[src/rtl/tt_um_spiff42_exp_led_pwm_core.sv]
// 8-channel LED PWM with exponential brightness mapping, configured over an I2C slave at 7'h2A.
// Outputs registered one clk after the counter; I2C never stretches SCL, so there is no backpressure.
module tt_um_spiff42_exp_led_pwm_core (
    input  logic       clk,
    input  logic       rst,
    input  logic       ena,
    input  logic [7:0] ui_in,
    output logic [7:0] uo_out,
    input  logic [7:0] uio_in,
    output logic [7:0] uio_out,
    output logic [7:0] uio_oe
);
    localparam logic [6:0] SLAVE_ADDR = 7'h2A;

    typedef enum logic [2:0] {
        IDLE, ADDR, ADDR_ACK, WR_DATA, WR_ACK, RD_DATA, RD_ACK
    } state_t;

    state_t      state, state_nxt;
    logic [2:0]  scl_sync, sda_sync;
    logic        scl_rise, scl_fall, start_det, stop_det;
    logic [3:0]  bit_cnt, bit_cnt_nxt;
    logic [7:0]  shift, shift_nxt;
    logic [7:0]  rx_byte;
    logic [2:0]  ptr, ptr_nxt;
    logic        ptr_phase, ptr_phase_nxt;
    logic        sda_oe, sda_oe_nxt;
    logic        master_ack, master_ack_nxt;
    logic        wr_en;
    logic [7:0]  bright [8];
    logic [7:0]  shadow [8];
    logic [11:0] pwm_cnt;
    logic        unused;

    assign unused  = &{1'b0, ena, ui_in, uio_in[7:3], uio_in[0]};
    assign uio_out = 8'h00;
    assign uio_oe  = {6'b0, sda_oe, 1'b0};

    // Index 1 is the synchronized level, index 2 its previous value for edge detection.
    always_ff @(posedge clk) begin
        if (rst) begin
            scl_sync <= 3'b111;
            sda_sync <= 3'b111;
        end else begin
            scl_sync <= {scl_sync[1:0], uio_in[2]};
            sda_sync <= {sda_sync[1:0], uio_in[1]};
        end
    end

    assign scl_rise  = scl_sync[1] & ~scl_sync[2];
    assign scl_fall  = ~scl_sync[1] & scl_sync[2];
    assign start_det = scl_sync[1] & scl_sync[2] & sda_sync[2] & ~sda_sync[1];
    assign stop_det  = scl_sync[1] & scl_sync[2] & ~sda_sync[2] & sda_sync[1];
    assign rx_byte   = {shift[6:0], sda_sync[1]};

    always_comb begin
        state_nxt      = state;
        bit_cnt_nxt    = bit_cnt;
        shift_nxt      = shift;
        ptr_nxt        = ptr;
        ptr_phase_nxt  = ptr_phase;
        sda_oe_nxt     = sda_oe;
        master_ack_nxt = master_ack;
        wr_en          = 1'b0;
        if (start_det) begin
            state_nxt   = ADDR;
            bit_cnt_nxt = 4'd0;
            sda_oe_nxt  = 1'b0;
        end else if (stop_det) begin
            state_nxt   = IDLE;
            bit_cnt_nxt = 4'd0;
            sda_oe_nxt  = 1'b0;
        end else begin
            case (state)
                ADDR: begin
                    if (scl_rise && bit_cnt < 4'd8) begin
                        shift_nxt   = rx_byte;
                        bit_cnt_nxt = bit_cnt + 4'd1;
                    end else if (scl_fall && bit_cnt == 4'd8) begin
                        bit_cnt_nxt = 4'd0;
                        if (shift[7:1] == SLAVE_ADDR) begin
                            state_nxt     = ADDR_ACK;
                            sda_oe_nxt    = 1'b1;
                            ptr_phase_nxt = 1'b1;
                        end else begin
                            state_nxt = IDLE;
                        end
                    end
                end
                ADDR_ACK: begin
                    if (scl_fall) begin
                        if (shift[0]) begin
                            state_nxt  = RD_DATA;
                            shift_nxt  = bright[ptr];
                            sda_oe_nxt = ~bright[ptr][7];
                        end else begin
                            state_nxt  = WR_DATA;
                            sda_oe_nxt = 1'b0;
                        end
                    end
                end
                WR_DATA: begin
                    if (scl_rise && bit_cnt < 4'd8) begin
                        shift_nxt   = rx_byte;
                        bit_cnt_nxt = bit_cnt + 4'd1;
                        // Commit on the 8th rising edge so a later START/STOP cannot tear the byte.
                        if (bit_cnt == 4'd7) begin
                            if (ptr_phase) begin
                                ptr_nxt       = rx_byte[2:0];
                                ptr_phase_nxt = 1'b0;
                            end else begin
                                wr_en   = 1'b1;
                                ptr_nxt = ptr + 3'd1;
                            end
                        end
                    end else if (scl_fall && bit_cnt == 4'd8) begin
                        state_nxt   = WR_ACK;
                        bit_cnt_nxt = 4'd0;
                        sda_oe_nxt  = 1'b1;
                    end
                end
                WR_ACK: begin
                    if (scl_fall) begin
                        state_nxt  = WR_DATA;
                        sda_oe_nxt = 1'b0;
                    end
                end
                RD_DATA: begin
                    if (scl_rise && bit_cnt < 4'd8) begin
                        bit_cnt_nxt = bit_cnt + 4'd1;
                    end else if (scl_fall) begin
                        if (bit_cnt == 4'd8) begin
                            state_nxt   = RD_ACK;
                            bit_cnt_nxt = 4'd0;
                            sda_oe_nxt  = 1'b0;
                            ptr_nxt     = ptr + 3'd1;
                        end else begin
                            shift_nxt  = {shift[6:0], 1'b0};
                            sda_oe_nxt = ~shift[6];
                        end
                    end
                end
                RD_ACK: begin
                    if (scl_rise) begin
                        master_ack_nxt = ~sda_sync[1];
                    end else if (scl_fall) begin
                        if (master_ack) begin
                            state_nxt  = RD_DATA;
                            shift_nxt  = bright[ptr];
                            sda_oe_nxt = ~bright[ptr][7];
                        end else begin
                            state_nxt = IDLE;
                        end
                    end
                end
                default: ;
            endcase
        end
    end

    always_ff @(posedge clk) begin
        if (rst) begin
            state      <= IDLE;
            bit_cnt    <= 4'd0;
            shift      <= 8'h00;
            ptr        <= 3'd0;
            ptr_phase  <= 1'b0;
            sda_oe     <= 1'b0;
            master_ack <= 1'b0;
            for (int i = 0; i < 8; i++) bright[i] <= 8'h00;
        end else begin
            state      <= state_nxt;
            bit_cnt    <= bit_cnt_nxt;
            shift      <= shift_nxt;
            ptr        <= ptr_nxt;
            ptr_phase  <= ptr_phase_nxt;
            sda_oe     <= sda_oe_nxt;
            master_ack <= master_ack_nxt;
            if (wr_en) bright[ptr] <= rx_byte;
        end
    end

    function automatic logic [11:0] duty(input logic [7:0] b);
        logic [11:0] base;
        base = {6'd0, 1'b1, b[4:0]};
        if (b[7:5] == 3'd0) duty = {7'd0, b[4:0]};
        else                duty = base << (b[7:5] - 3'd1);
    endfunction

    // Shadow copies load as the counter wraps, so every PWM period uses one consistent duty.
    always_ff @(posedge clk) begin
        if (rst) begin
            pwm_cnt <= 12'd0;
            uo_out  <= 8'h00;
            for (int i = 0; i < 8; i++) shadow[i] <= 8'h00;
        end else begin
            pwm_cnt <= pwm_cnt + 12'd1;
            if (pwm_cnt == 12'hFFF) begin
                for (int i = 0; i < 8; i++) shadow[i] <= bright[i];
            end
            for (int i = 0; i < 8; i++) uo_out[i] <= (pwm_cnt < duty(shadow[i]));
        end
    end
endmodule

[config.mk]
export PLATFORM = sky130hd
export DESIGN_NAME = tt_um_spiff42_exp_led_pwm_core
export DESIGN_NICKNAME = d
export VERILOG_FILES = /design/src/rtl/tt_um_spiff42_exp_led_pwm_core.sv
export SDC_FILE = /design/constraint.sdc
export NUM_CORES = 1
export LEC_CHECK = 0
export CAP_MARGIN = 30
export CORE_MARGIN = 1.5
export CORE_UTILIZATION = 57
export DETAILED_ROUTE_END_ITERATION = 8
export PLACE_DENSITY = 0.86
export SLEW_MARGIN = 10
export SYNTH_ARGS = -nofsm -noshare
export SYNTH_HDL_FRONTEND = slang
export SYNTH_SLANG_ARGS = --single-unit
[constraint.sdc]
create_clock -name clk -period 9.7 [get_ports clk]
set_input_delay 1.455 -clock clk [delete_from_list [all_inputs] [get_ports clk]]
set_output_delay 1.455 -clock clk [all_outputs]
set_load 0.01 [all_outputs]
==> out/qor.txt, run 1 <==
largest net degree at the start of global routing -> 68
post-DR vias/cell -> 6.27
Worst Setup SP -> rst
Syn Area/Cell -> 9.32 um^2
fin nets -> 1470
number of port buffers -> 12
R2R depth -> 13
Max Freq -> 265 MHz
Synth Instances -> 1395
Finished Core Util -> 60.8%
num rows -> 55
share of cells above drive strength 1 -> 6.56%
Final TNS setup -> 0 ps
Root Driver -> clkbuf_16
worst setup margin -> 5930 ps
area share of the largest cell type after synthesis -> 29.6%
dominant cells by area after synthesis -> edfxtp_1, ha_1, dfxtp_1, mux2i_1, and2_1
Worst Min Path Start -> sda_sync[0]
met3 usage -> 5.52%
ys async rst share -> 0%
cts repair resizes -> 0
CTS tree -> yes
initial drt markers -> 825
final WL -> 29900 um
hold path cells -> 1
FILL cells -> 1838
GR Layer Usage met1 -> 33.4%
RePlAce Congestion -> 0.895
Fin. Hold Viols -> 0
FF-to-FF End -> uo_out[3]
Worst Path Arrival -> 3860 ps
Diodes inserted -> 0
clk sink count -> 178
global-route wire length before repair -> 48900 um
met2 usage -> 42.7%
Cell Area, Synth -> 13000 um^2
CP Class -> input pin to flip-flop
I/O Pins -> 43
clock transition at the registers of the reported paths -> 70 ps
Leakage -> 5.33 nW
Num CTS Buffers -> 17
Synth-to-Final Area Change -> 5.24%
crit path capture type -> flip-flop
Critical Path RT -> 9800 ps
post-synthesis sequential area ratio -> 37.3%
DR pass1 iterations -> 5
worst min-delay path category -> flip-flop to flip-flop
htree depth -> 4
Synth Flop Type -> edfxtp_1
routed length per instance -> 18.2 um
Die Area -> 23700 um^2
Core Box Area -> 22500 um^2
post-route ant nets -> 0
Post-synth EDFFs -> 128
Worst Path Max Fanout -> 67
Setup violations, final -> 0
DRC Markers -> 0
Bufs on Longest Clock Path -> 2
commonest non-fill, non-tap cell in the layout -> nand2_1
Worst Hold Path EP -> sda_sync[1]
R2R setup slack -> 5980 ps
pins over their slew limit -> 0
RSZ-0062 raised after global routing -> false
vias in the first global route -> 9543
HPWL after DPL -> 21100 um
CTS Hold Bufs -> 0
type of origin of the critical path -> input pin
via count -> 10300
Initial Util -> 57.8%
R2R Path Start -> shadow[0][29]
run status -> finished clean
most frequent cells in the layout -> nand2_1, edfxtp_1, ha_1, and2_1, nor2_1
Max-cap violations -> 0
synthesized flop and latch total -> 178
Place WS -> 5510 ps
Final Skew -> 11.5 ps
Die Span X -> 154 um
minimum clock period -> 3770 ps
post-CTS setup buffer count -> 0
overall routing resource usage -> 25.9%
Congestion Overflow GR -> 0
largest area contributor in the netlist -> edfxtp_1
Multi-input gate area -> 7610 um^2
Slew Limit Headroom -> 41.7%
number of antenna violations at the first check in global routing -> 0
sequential cell area -> 4840 um^2
pwr dens -> 132 nW/um^2
busiest grt layer -> met2
Syn. warnings -> 0
period utilization -> 38.9%
Netlist cell types -> 72
peak supply drop -> 110 uV
worst-margin pin slew -> 873 ps
worst-skew pair later-pin latency -> 440 ps
chip height -> 154 um
-- metal layers --
layer | part of all wire, % | vias to the layer above | routed length, um
met1 | 42 | 4838 | 12500
met4 | 2.8 | 0 | 825
li1 | - | 4966 | -
met3 | 7.8 | 68 | 2340
met5 | 0 | - | 0
met2 | 48 | 423 | 14200
-- critical path, cell delays in order --
cell and delay (ps):
buf_2 90, buf_4 310, o21bai_4 340, or4b_1 770
nor4_4 480, or2_1 400
-- Yosys cell counts (all sizes together), types with 8 or more instances --
| cell type | number |
|---|---|
| a211oi | 22 |
| a21o | 30 |
| a21oi | 67 |
| a221o | 8 |
| a22oi | 26 |
| a32oi | 8 |
| and2 | 102 |
| buf | 31 |
| clkbuf | 70 |
| dfxtp | 50 |
| edfxtp | 128 |
| ha | 108 |
| inv | 37 |
| mux2 | 18 |
| mux2i | 64 |
| mux4 | 13 |
| nand2 | 140 |
| nand2b | 25 |
| nand3 | 27 |
| nand3b | 12 |
| nand4 | 14 |
| nor2 | 102 |
| nor2b | 29 |
| nor3 | 27 |
| nor3b | 9 |
| o211ai | 9 |
| o21a | 8 |
| o21ai | 82 |
| o22ai | 11 |
| o31ai | 12 |
| or2 | 23 |
| xnor2 | 10 |
-- where the power goes --
| part | internal (mW) | total (mW) | switching, mW |
|---|---|---|---|
| sequential | 0.845 | 0.883 | 0.0373 |
| combinational | 0.112 | 0.266 | 0.154 |
| clock | 0.358 | 0.660 | 0.302 |
-- final cells by class --
type / instances / share of cell area (%)
repair buffers: 16 / 1.21
multi-input cells: 1091 / 55.6
clock inverters: 13 / 0.906
inverters: 39 / 1.07
clock buffers: 19 / 3.17
flip-flops and latches: 178 / 35.4
well taps: 285 / 2.61
-- flip-flops by register name, summed over array words and instances, names as in the netlist, named ones only --
signal	cells
bright	64
shadow	64
pwm_cnt	12
shift	8
uo_out	8
bit_cnt	4
ptr	3
scl_sync	3
sda_sync	3
state	3
master_ack	1
ptr_phase	1
sda_oe	1
-- cells by family (layout without fill, tap and decap cells) --
family          after synthesis  in the layout  synth area share, %
compound gates              320            320                 16.2
xor+xnor                     17             17                 1.29
fa+ha+maj                   109            109                 10.5
buf+inv                     140             87                 4.63
flops                       178            178                 37.3
mux                          95             95                 8.74
other cells                   1             15               0.0289
simple gates                535            535                 21.4
-- worst max path at each step --
stage	endpoint	slack [ps]	depth (start not counted)
2_1_floorplan	shadow[0][0]	5680	3
3_3_place_gp	bright[1][7]	5570	6
3_5_place_dp	bright[1][7]	5510	6
4_1_cts	bright[1][4]	5940	6
5_1_grt	uo_out[3]	5730	13
6_report	bright[1][3]	5930	6
-- per-stage QoR --
step                      hold slack (ps)  total power, mW  cells  area [um^2]
after floorplan                       389             1.10   1409        13000
after global placement                391             1.15   1608        13100
after detailed placement              394             1.16   1609        13100
after CTS                             411             1.81   1641        13700
after global routing                  439             1.88   1641        13700
final                                 410             1.81   1641        13700
No activity file was read; power rests on OpenSTA's default activity.
==> run 2: changes to the inputs <==
==> constraint.sdc (replaced) <==
create_clock -name clk -period 3.8 [get_ports clk]
set_input_delay 0.57 -clock clk [delete_from_list [all_inputs] [get_ports clk]]
set_output_delay 0.57 -clock clk [all_outputs]
set_load 0.01 [all_outputs]
==> run 2 against run 1 <==
- global-route usage shrank 0.37 points
- clock power rose by 140%
- register-to-register slack worse by 5600 ps
- hold slack better by 4.8 ps
- clock skew fell by 2.8 ps
- sequential cell count unchanged
- core utilization is 0.11 points higher
- critical path type is now flip-flop to flip-flop
==> out/qor.txt, run 2 (synthesis gave the netlist of run 1 again) <==
biggest regs -> bright: 64 flops, shadow: 64 flops, pwm_cnt: 12 flops (unchanged)
post-route ant nets -> 0 (unchanged)
commonest non-fill, non-tap cell in the layout -> nand2_1 (unchanged)
htree depth -> 4 (unchanged)
Critical Path RT -> 4150 ps (was 9800 ps)
WHS -> 414 ps (was 410 ps)
Max Freq -> 291 MHz
RSZ-0062 raised after global routing -> false (unchanged)
worst-skew pair later-pin latency -> 430 ps (was 440 ps)
vias in the first global route -> 9496 (was 9543)
number of antenna violations at the first check in global routing -> 0 (unchanged)
fin nets -> 1479 (was 1470)
Synth-to-Final Area Change -> 5.43% (was 5.24%)
clock transition at the registers of the reported paths -> 70 ps (about the same)
overall routing resource usage -> 25.5% (was 25.9%)
Core Box Area -> 22500 um^2 (unchanged)
number of port buffers -> 12 (unchanged)
crit path capture type -> flip-flop (unchanged)
Num CTS Buffers -> 17 (unchanged)
Finished Layout Cells -> 1650 (was 1641)
dpl cells -> 1618 (was 1609)
DRC Markers -> 0 (unchanged)
Congestion Overflow GR -> 0 (unchanged)
minimum clock period -> 3440 ps
Slew Limit Headroom -> 41.5% (was 41.7%)
via count -> 10200 (was 10300)
Leakage -> 5.35 nW (was 5.33 nW)
Initial Util -> 57.8% (unchanged)
Final TNS setup -> 0 ps (unchanged)
num rows -> 55 (unchanged)
CTS tree -> yes (unchanged)
routed length per instance -> 18.1 um (was 18.2 um)
FILL cells -> 1792 (was 1838)
initial drt markers -> 950 (was 825)
Worst Path Arrival -> 3790 ps (was 3860 ps)
chip height -> 154 um (unchanged)
DR pass1 iterations -> 5 (unchanged)
worst-margin pin slew -> 856 ps (was 873 ps)
final WL -> 29800 um (was 29900 um)
CP Class -> flip-flop to flip-flop (was input pin to flip-flop)
Setup violations, final -> 0 (unchanged)
Diodes inserted -> 0 (unchanged)
RePlAce Congestion -> 0.896 (was 0.895)
pwr dens -> 332 nW/um^2 (was 132 nW/um^2)
Max-cap violations -> 0 (unchanged)
pins over their slew limit -> 0 (unchanged)
post-CTS setup buffer count -> 0 (unchanged)
type of origin of the critical path -> flip-flop (was input pin)
post-DR vias/cell -> 6.20 (was 6.27)
HPWL after DPL -> 21200 um (was 21100 um)
most frequent cells in the layout -> nand2_1, edfxtp_1, ha_1, and2_1, nor2_1 (unchanged)
global-route wire length before repair -> 48100 um (was 48900 um)
period utilization -> 90.5%
Die Area -> 23700 um^2 (unchanged)
Fin. Hold Viols -> 0 (unchanged)
Worst Path Max Fanout -> 11 (was 67)
worst min-delay path category -> flip-flop to flip-flop (unchanged)
Finished Core Util -> 60.9% (was 60.8%)
share of cells above drive strength 1 -> 7.11% (was 6.56%)
Bufs on Longest Clock Path -> 2 (unchanged)
largest net degree at the start of global routing -> 67 (was 68)
run status -> finished clean (unchanged)
peak supply drop -> 331 uV (was 110 uV)
Final Skew -> 8.77 ps (was 11.5 ps)
Die Span X -> 154 um (unchanged)
Root Driver -> clkbuf_16 (unchanged)
clk sink count -> 178 (unchanged)
I/O Pins -> 43 (unchanged)
run 2: changes by cell type in the layout (fill, tap and decap cells not counted), sizes merged:
| cell | change |
|---|---|
| buf | +9 |
| bufinv | -1 |
| clkbuf | -1 |
| clkinvlp | +1 |
| inv | +1 |
run 2: worst max-delay path: stages, from the launching register on:
cell       delay, ps
edfxtp_1         440
clkinv_1         250
ha_2             530
mux2i_1          280
o21ai_0          180
nor3b_1          180
a211oi_1         240
a21o_1           120
ha_1             220
o21a_1           180
o2111ai_1        170
a21oi_1           70
a211o_1          300
a41oi_1          200
run 2: layout make-up:
| type | instances | area, um^2 | area share (%) |
|---|---|---|---|
| clock inverter | 14 | 103 | 0.749 |
| inverter | 39 | 146 | 1.07 |
| sequential | 178 | 4840 | 35.4 |
| multi-input combinational | 1091 | 7610 | 55.5 |
| clock buffer | 18 | 429 | 3.13 |
| tap | 285 | 357 | 2.60 |
| timing repair buffer | 25 | 213 | 1.55 |
run 2: path summary, 6_finish.rpt:
path,from,to,slack [ps],cells after the start
setup / recovery,shadow[0][29],uo_out[3],360,13
hold / removal,sda_sync[0],sda_sync[1],410,1
setup reg to reg,shadow[0][29],uo_out[3],360,13
hold reg to reg,sda_sync[0],sda_sync[1],410,1
run 2: stage by stage:
stage | setup slack, ps | power, mW | cell area (um^2)
global placement | 435 | 2.94 | 13200
detailed placement | 332 | 2.97 | 13200
CTS | 297 | 4.56 | 13700
finish | 359 | 4.56 | 13700
global route | 65.0 | 4.75 | 13700
floorplan | 578 | 2.81 | 13000
run 2: layer usage:
| layer | vias to the layer above | global-route usage, % | wire length (um) |
|---|---|---|---|
| li1 | 4991 | - | - |
| met1 | 4850 | 33.2 | 13100 |
| met2 | 334 | 42.9 | 14200 |
| met3 | 62 | 4.48 | 1690 |
| met4 | 0 | 8.88 | 800 |
| met5 | - | 0 | 0 |
run 2: where the power goes:
part	switching [mW]	internal [mW]
Clock	0.767	0.844
Combinational	0.409	0.293
Sequential	0.0855	2.16
run 2: timing repair:
| action | CTS | global route |
|---|---|---|
| hold buffers | 0 | 0 |
| endpoints found under the setup margin | 0 | 1 |
| resized for setup | 0 | 1 |
==> run 3: changes to the inputs <==
--- a/config.mk
+++ b/config.mk
@@ -6,8 +6,9 @@
 export NUM_CORES = 1
 export LEC_CHECK = 0
 export CAP_MARGIN = 30
-export CORE_MARGIN = 1.5
+export CORE_MARGIN = 3
 export CORE_UTILIZATION = 57
+export CTS_BUF_LIST = sky130_fd_sc_hd__clkbuf_4
 export DETAILED_ROUTE_END_ITERATION = 8
 export PLACE_DENSITY = 0.86
 export SLEW_MARGIN = 10
==> run 3 against run 2 <==
- combinational power about the same
- sequential power about the same
- register-to-register slack got worse by 20 ps
- total power decreased by 11%
- largest power group unchanged
==> out/qor.txt, run 3 (synthesis gave the netlist of run 1 again) <==
clk sink count -> 178 (unchanged)
worst min-delay path category -> input pin to flip-flop (was flip-flop to flip-flop)
chip height -> 157 um (was 154 um)
post-DR vias/cell -> 6.31 (was 6.20)
biggest regs -> bright: 64 flops, shadow: 64 flops, pwm_cnt: 12 flops (unchanged)
clock network power share -> 27.6% (was 35.4%)
CTS Hold Bufs -> 0 (unchanged)
Max-cap violations -> 0 (unchanged)
Bufs on Longest Clock Path -> 2 (unchanged)
pins over their slew limit -> 0 (unchanged)
FILL cells -> 1781 (was 1792)
worst-skew pair later-pin latency -> 580 ps (was 430 ps)
Worst Setup SP -> shadow[0][29] (unchanged)
post-CTS setup buffer count -> 0 (unchanged)
fin nets -> 1477 (was 1479)
Initial Util -> 58.8% (was 57.8%)
run status -> finished clean (unchanged)
num rows -> 54 (was 55)
type of origin of the critical path -> flip-flop (unchanged)
placed inst area -> 13200 um^2 (about the same)
Die Span X -> 157 um (was 154 um)
Power, Total -> 4.07 mW (was 4.56 mW)
CTS tree -> yes (unchanged)
initial drt markers -> 1078 (was 950)
Max Freq -> 289 MHz (was 291 MHz)
Die Area -> 24600 um^2 (was 23700 um^2)
CP Class -> flip-flop to flip-flop (unchanged)
via count -> 10400 (was 10200)
Core Box Area -> 22100 um^2 (was 22500 um^2)
overall routing resource usage -> 24.3% (was 25.5%)
cts repair resizes -> 0 (unchanged)
Worst Path Arrival -> 3980 ps (was 3790 ps)
Sw Ratio -> 29.4% (was 27.7%)
most frequent cells in the layout -> nand2_1, edfxtp_1, ha_1, and2_1, nor2_1 (unchanged)
Root Driver -> clkbuf_4 (was clkbuf_16)
commonest non-fill, non-tap cell in the layout -> nand2_1 (unchanged)
share of cells above drive strength 1 -> 7.26% (was 7.11%)
largest net degree at the start of global routing -> 67 (unchanged)
Slew Limit Headroom -> 45.0% (was 41.5%)
WHS -> 320 ps (was 414 ps)
Final Skew -> 26.8 ps (was 8.77 ps)
Final TNS setup -> 0 ps (unchanged)
Final Instance Area -> 13500 um^2 (was 13700 um^2)
Num CTS Buffers -> 17 (unchanged)
vias in the first global route -> 9591 (was 9496)
Worst Path Max Fanout -> 11 (unchanged)
htree depth -> 4 (unchanged)
HPWL after DPL -> 21300 um (was 21200 um)
Synth-to-Final Area Change -> 3.63% (was 5.43%)
clock transition at the registers of the reported paths -> 160 ps (was 70 ps)
DR pass1 iterations -> 6 (was 5)
Fin. Hold Viols -> 0 (unchanged)
Leakage -> 5.27 nW (was 5.35 nW)
number of port buffers -> 12 (unchanged)
Gate power share -> 17.2% (was 15.4%)
final WL -> 29400 um (was 29800 um)
routed length per instance -> 17.9 um (was 18.1 um)
Worst Min Path Start -> rst (was sda_sync[0])
period utilization -> 91.1% (was 90.5%)
I/O Pins -> 43 (unchanged)
RePlAce Congestion -> 0.924 (was 0.896)
Sequential Power Share -> 55.2% (was 49.3%)
peak supply drop -> 275 uV (was 331 uV)
RSZ-0062 raised after global routing -> false (unchanged)
DRC Markers -> 0 (unchanged)
global-route wire length before repair -> 48300 um (was 48100 um)
R2R Path Start -> shadow[0][29] (unchanged)
Congestion Overflow GR -> 0 (unchanged)
worst-margin pin slew -> 824 ps (was 856 ps)
P_sw -> 1.20 mW (was 1.26 mW)
pwr dens -> 302 nW/um^2 (was 332 nW/um^2)
Setup violations, final -> 0 (unchanged)
Int Power -> 2.87 mW (was 3.29 mW)
crit path capture type -> flip-flop (unchanged)
number of antenna violations at the first check in global routing -> 1 (was 0)
Critical Path RT -> 4320 ps (was 4150 ps)
minimum clock period -> 3460 ps (was 3440 ps)
post-route ant nets -> 0 (unchanged)
run 3: cell types whose count changed in the layout (fill, tap and decap cells not counted), moves of 2 or more:
cell / change
buf_4: -3
bufinv_16: +2
clkbuf_16: -17
clkbuf_4: +18
clkinv_1: -3
clkinv_4: +2
clkinvlp_4: -3
run 3: cell type report:
cell class	instances	area [um^2]	area share [%]
antenna	1	2.50	0.0186
tap	280	350	2.60
multi-input combinational	1091	7610	56.5
clock inverter	14	169	1.25
sequential	178	4840	36.0
clock buffer	18	135	1.00
timing repair buffer	23	210	1.56
inverter	39	146	1.09
run 3: metrics by stage:
stage / worst slack [ps] / cells / util [%]
3_3_place_gp: 452 / 1611 / 59.6
4_1_cts: 278 / 1643 / 60.9
5_1_grt: 92.3 / 1644 / 61.0
6_report: 339 / 1644 / 61.0
3_5_place_dp: 293 / 1611 / 59.6
2_1_floorplan: 578 / 1409 / -
run 3: routing by layer:
layer	part of all wire, %	vias up	global-route usage [%]
met4	2.9	0	8.00
met5	0	-	0
met1	43	4872	33.5
li1	-	4986	-
met3	7.1	80	4.23
met2	46	439	39.2
run 3: path summary, 6_finish.rpt:
kind,endpoint,slack [ps],depth (start not counted)
worst min-delay path,bit_cnt[1],320,3
worst min register to register,sda_sync[1],430,1
worst max register to register,uo_out[3],340,13
worst max-delay path,uo_out[3],340,13
run 3: critical path, stage by stage, from the launching register on:
cell and delay [ps]:
edfxtp_1 500, clkinv_1 260, ha_2 520, mux2i_1 120
o21ai_0 310, nor3b_1 260, a211oi_1 80, a21o_1 180
ha_1 270, o21a_1 190, o2111ai_1 170, a21oi_1 70
a211o_1 290, a41oi_1 210
run 3: power groups by stage:
stage / clock network (mW) / logic [mW] / registers, mW
2_1_floorplan: 0 / 0.568 / 2.24
3_3_place_gp: 0 / 0.659 / 2.28
3_5_place_dp: 0 / 0.685 / 2.28
4_1_cts: 1.14 / 0.689 / 2.24
5_1_grt: 1.22 / 0.786 / 2.25
6_report: 1.12 / 0.698 / 2.24
